File: config.mk
export PLATFORM = sky130hd
export DESIGN_NAME = spimem_arb
export DESIGN_NICKNAME = d
export VERILOG_FILES = /design/src/rtl/spimem_arb.sv
export SDC_FILE = /design/constraint.sdc
export NUM_CORES = 1
export LEC_CHECK = 0
export CAP_MARGIN = 5
export CORE_ASPECT_RATIO = 0.6
export CORE_UTILIZATION = 41
export CTS_BUF_LIST = sky130_fd_sc_hd__clkbuf_8
export DETAILED_ROUTE_END_ITERATION = 16
export GPL_TIMING_DRIVEN = 0
export PLACE_DENSITY = 0.89
export SYNTH_ARGS = -nofsm -noshare
export SYNTH_HDL_FRONTEND = slang
export SYNTH_SLANG_ARGS = --single-unit
File: constraint.sdc
create_clock -name clk -period 5.13 [get_ports clk]
set_clock_uncertainty 0.2 [all_clocks]
set_input_delay 0.7695 -clock clk [delete_from_list [all_inputs] [get_ports clk]]
set_output_delay 0.7695 -clock clk [all_outputs]
set_load 0.02 [all_outputs]
File: src/rtl/spimem_arb.sv
// spimem_arb: two-port round-robin arbiter onto one SPI flash controller, with bounded sequential bursts
module spimem_arb #(
  parameter int BURST_MAX = 8
) (
  input  logic        clk,
  input  logic        resetn,
  input  logic        p0_valid,
  input  logic [23:0] p0_addr,
  output logic        p0_ready,
  output logic [31:0] p0_rdata,
  input  logic        p1_valid,
  input  logic [23:0] p1_addr,
  output logic        p1_ready,
  output logic [31:0] p1_rdata,
  output logic        mem_valid,
  output logic [23:0] mem_addr,
  input  logic        mem_ready,
  input  logic [31:0] mem_rdata,
  output logic        busy,
  output logic        owner
);
  typedef enum logic {IDLE, BUSY} state_t;
  localparam logic [3:0] BMAX = 4'(BURST_MAX);
  state_t      state, state_nx;
  logic        rr_ptr, rr_nx, last_valid, lv_nx, owner_nx, winner, cont, active, own_valid;
  logic [21:0] last_addr, la_nx;
  logic [3:0]  burst_cnt, bc_nx;
  logic [23:0] own_addr;
  assign own_valid = owner ? p1_valid : p0_valid;
  assign own_addr  = owner ? p1_addr : p0_addr;
  assign cont      = last_valid && own_valid && own_addr[23:2] == last_addr + 22'd1 && burst_cnt < BMAX;
  assign winner    = (p0_valid && p1_valid) ? rr_ptr : p1_valid;
  // gating with resetn keeps a mem_ready seen during reset from reaching either port
  assign active    = resetn && state == BUSY;
  assign busy      = active;
  assign mem_valid = active && own_valid;
  assign mem_addr  = own_addr;
  assign p0_ready  = active && !owner && mem_ready;
  assign p1_ready  = active && owner && mem_ready;
  assign p0_rdata  = mem_rdata;
  assign p1_rdata  = mem_rdata;
  always_comb begin
    state_nx = state;
    owner_nx = owner;
    rr_nx    = rr_ptr;
    lv_nx    = last_valid;
    la_nx    = last_addr;
    bc_nx    = burst_cnt;
    if (state == IDLE) begin
      if (cont) state_nx = BUSY;
      else if (p0_valid || p1_valid) begin
        state_nx = BUSY;
        owner_nx = winner;
        rr_nx    = ~winner;
        bc_nx    = '0;
      end
    end else if (mem_ready) begin
      state_nx = IDLE;
      la_nx    = own_addr[23:2];
      lv_nx    = 1'b1;
      bc_nx    = burst_cnt == 4'hf ? burst_cnt : burst_cnt + 4'd1;
    end else if (!own_valid) begin
      state_nx = IDLE;
      lv_nx    = 1'b0;
    end
  end
  always_ff @(posedge clk) begin
    if (!resetn) begin
      state      <= IDLE;
      owner      <= 1'b0;
      rr_ptr     <= 1'b0;
      burst_cnt  <= '0;
      last_valid <= 1'b0;
      last_addr  <= '0;
    end else begin
      state      <= state_nx;
      owner      <= owner_nx;
      rr_ptr     <= rr_nx;
      burst_cnt  <= bc_nx;
      last_valid <= lv_nx;
      last_addr  <= la_nx;
    end
  end
endmodule

-- After elaboration in Yosys (flattened, before gate mapping)
Cells that the tools add are included.
- add/subtract/negate cells: 2
- $lt $le $gt $ge: 1
- eq/ne operators: 6
- multiplexer cells: 15
- bitwise logic cells: 3
- reduce and logical (&&, ||, !) cells: 17
- operators by type and width (kind ; count):
    24-bit 2-to-1 mux ; 1
    22-bit by 1-bit adder with 22-bit output, second input constant ; 1
    22-bit == test ; 1
    4-bit 2-to-1 mux ; 5
    1-bit logical AND ; 10
    1-bit 2-to-1 mux ; 9
    2-bit != test, second input constant ; 4
    4-bit by 1-bit adder with 4-bit output, second input constant ; 1
    4-bit == test, second input constant ; 1
    4-bit < comparator, second input constant ; 1
    2-bit AND reduction ; 2
    4-bit AND reduction ; 1
    1-bit NOT ; 3
    3-bit AND reduction ; 1
    2-bit nonzero test ; 1
    1-bit logical NOT ; 1
    1-bit logical OR ; 1
- bits in registers: 30
- input port bits: 85
- output and inout port bits: 93
- logic and storage cells: 50

-- Depth between registers and ports, before layout
- depth after elaboration: 6
- gate-level depth with buffers: 10
- mapped depth without buffers: 9

-- Least setup slack after synthesis
Ideal clock, no wire load.
- path type: input-to-output
- from: input port mem_ready
- to: output port p0_ready
- arrival time: 1853 ps
- data required time: 4161 ps
- setup slack: 2307 ps
- stages: 5
- buffers on the path: 2
- path through: and2_1 > clkbuf_1 > clkbuf_1 > nand2_1 > nor2_1
- word-level cells in the longest chain between the ends: 1
- RTL lines (item ; RTL line ; source):
    start: declaration ; 17 ; input logic mem_ready,
    1-bit logical AND ; 38 ; assign p0_ready = active && !owner && mem_ready;
    end: declaration ; 9 ; output logic p0_ready,
Every way passes these cells.

-- Worst setup path after layout
Ends and elaborated chain as after synthesis.

==> impl_metrics.toml <==
[status]
status = "completed"

[clocking]
cts_resized = 0
cts.sinks = 30
tritoncts = "done"
post_cts_buffers = 0
cts-root-buf = "clkbuf_8"
cts.htree.levels = 2
insertion_delay_ns = 0.28
numCtsBuffers = 5
ctsHoldBuffers = 0
clkTransAtPathRegs_ns = 0.06
clockBufferDepth = 2

[worst_setup_path]
crit_type = "in -> out"
reg2reg_depth = 10
worstPathMaxFanout = 10
regToRegSetupSlack_ns = 2.12
cp.arrival_ns = 3.32
worst_setup_path_end_kind = "output port"
rr_startpoint = "owner"
critPathRequiredTime_ns = 4.16
r2r_end = "burst_cnt[1]"
start_kind = "input port"

[logic_synthesis]
async_reset_ff_share_pct = 0
synth_flop_cell = "dfxtp_1"
synth_edf_count = 0
avgSynthCellArea_um2 = 7.90
ys_types = 54
synth_cells = 356
syn_nets = 443
synth_seq_area_share_pct = 21.3
synth-seq-cells = 30
syn-cell-area_mm2 = 0.00281
yosys_warnings = 0

[pwr]
ir_drop_mv = 0.0899
p_leak_nw = 1.74
power.density_mw_per_mm2 = 186

[drt]
drtIter0Drc = 137
num_vias = 3059
firstDrtPassIters = 6
detail_route.wl_per_cell_um = 14.6
drtAntennaViolNets = 0
routed_wl_mm = 8.60
avgViaCountPerCell = 5.18
drc_errors = 0

[timing]
hold_violations = 0
fin_hold_ws_ns = 0.284
slew_headroom_pct = 60.3
tns_ns = 0
finalCritPeriodShare_pct = 83.6
rsz0062_at_grt = "no"
min_period_ns = 4.29
worstMarginPinSlew_ns = 0.590
fin_ws_ns = 0.842
finalMaxSlewViolations = 0
timing.fmax_ghz = 0.233
setup-violations-final = 0

[placement]
gp_congestion = 0.880
portBuffers = 145
place_ws_ns = 0.893
placed_cells = 585
place_area_mm2 = 0.00437
dpl.hpwl_mm = 7.02

[final_layout]
layout.cells.most_common = "clkdlybuf4s50_1"
fin_nets = 595
final_cell_mix = "clkdlybuf4s50_1 (145), buf_4 (64), nor2_1 (35), dfxtp_1 (30), inv_1 (27)"
syn_to_final_growth_pct = 58.2
diodes = 0
post_route_cells_drive_above_1_share_pct = 17.8
stdcell_area_mm2 = 0.00445
num-fill-cells = 480
final_cells = 591

[floorplanning]
num_rows = 22
core_area_mm2 = 0.00636
die_area_mm2 = 0.00721
initial_utilization_pct = 44.3
ios = 178
die_x_um = 109
die_h_um = 66.2

[global_route]
grt_overflow = 0
grt_start_max_net_pins = 11
grt_pass1_wl_mm = 12.9
grt_pass1_vias = 2689
gr-usage-all-layers_pct = 23.0
antenna_found_initial = 0

[hold_path]
holdPathEnd = "last_valid"
min_path_cells = 2
holdCritPathClass = "reg -> reg"
min-delay-start = "last_valid"

[job]
maxCapViolations = 0
## state kept, by name, indices dropped and copies added (netlist names)
register    cells
state           1
rr_ptr          1
last_valid      1
owner           1
burst_cnt       4
last_addr      22
## per-stage QoR
step           total power [mW]  utilization, %
3_5_place_dp              0.640            68.7
3_3_place_gp              0.631            68.7
6_report                  0.828            70.0
5_1_grt                   0.864            70.0
2_1_floorplan             0.482               -
4_1_cts                   0.826            70.0
## how the worst max path moves through the flow
stage,from,to,slack [ns],depth (start not counted)
after global routing,mem_ready,p0_ready,0.72,7
after CTS,mem_ready,p0_ready,0.88,7
after global placement,mem_ready,p0_ready,0.90,7
final,mem_ready,p0_ready,0.84,7
after floorplan,mem_ready,p0_ready,2.31,5
after detailed placement,mem_ready,p0_ready,0.89,7
## cell usage after synthesis, drive strengths merged (2+ instances only)
cell type	number	area share [%]
nor4	3	1.3
a21o	3	0.80
xor2	9	2.8
inv	27	3.6
nand3	13	2.8
and4	4	1.2
nand2	18	2.4
nor3	8	1.4
dfxtp	30	21
a21boi	2	0.53
a211oi	24	6.6
clkbuf	7	0.93
or4	2	0.67
a31oi	6	1.3
ha	2	0.89
nand2b	2	0.44
nor3b	2	0.53
and2	3	0.67
a21oi	9	1.7
xnor2	18	5.6
nor2	35	4.7
mux2	3	1.2
o21ai	5	0.89
and3	3	0.67
a32o	2	0.76
nand3b	2	0.53
nand4	7	1.6
buf	70	19
a31o	2	0.62
mux2i	23	8.8
## cells by family (layout without fill, tap and decap cells)
| family | count (synthesis) | after routing | share of synthesized area (%) |
|---|---|---|---|
| buffers and inverters | 105 | 256 | 23.3 |
| and+or+nand+nor | 103 | 103 | 19.4 |
| AOI/OAI and AO/OA | 63 | 63 | 16.6 |
| DFF | 30 | 30 | 21.3 |
| xor gates and xnor gates | 27 | 27 | 8.40 |
| muxes | 26 | 26 | 9.96 |
| adders and majority gates | 2 | 2 | 0.889 |
## cell type report
cell class / count / area (um2) / area share (%)
well taps: 84 / 105 / 2.36
repair buffers: 145 / 1450 / 32.6
inverters: 28 / 105 / 2.36
clock buffers: 6 / 82.6 / 1.85
plain buffers: 77 / 552 / 12.4
multi-input cells: 221 / 1560 / 35.0
flip-flops and latches: 30 / 601 / 13.5
## power breakdown
group | internal (mW) | leakage [nW] | switching [mW]
clock | 0.103 | 0.0431 | 0.0864
sequential | 0.248 | 0.246 | 0.0204
combinational | 0.197 | 1.45 | 0.173
## per-layer routing
| metal | GRT usage, % | vias up | wire, um |
|---|---|---|---|
| li1 | - | 1479 | - |
| met1 | 32.9 | 1404 | 3770 |
| met2 | 34.4 | 162 | 3870 |
| met3 | 6.80 | 14 | 880 |
| met4 | 3.55 | 0 | 76 |
| met5 | 0 | - | 0 |
## critical path: stages
cell	delay, ns
clkdlybuf4s50_1	0.59
and2_1	0.20
clkbuf_1	0.41
clkbuf_1	0.49
nand2_1	0.10
nor2_1	0.14
clkdlybuf4s50_1	0.62
(Power assumes the default switching activity.)
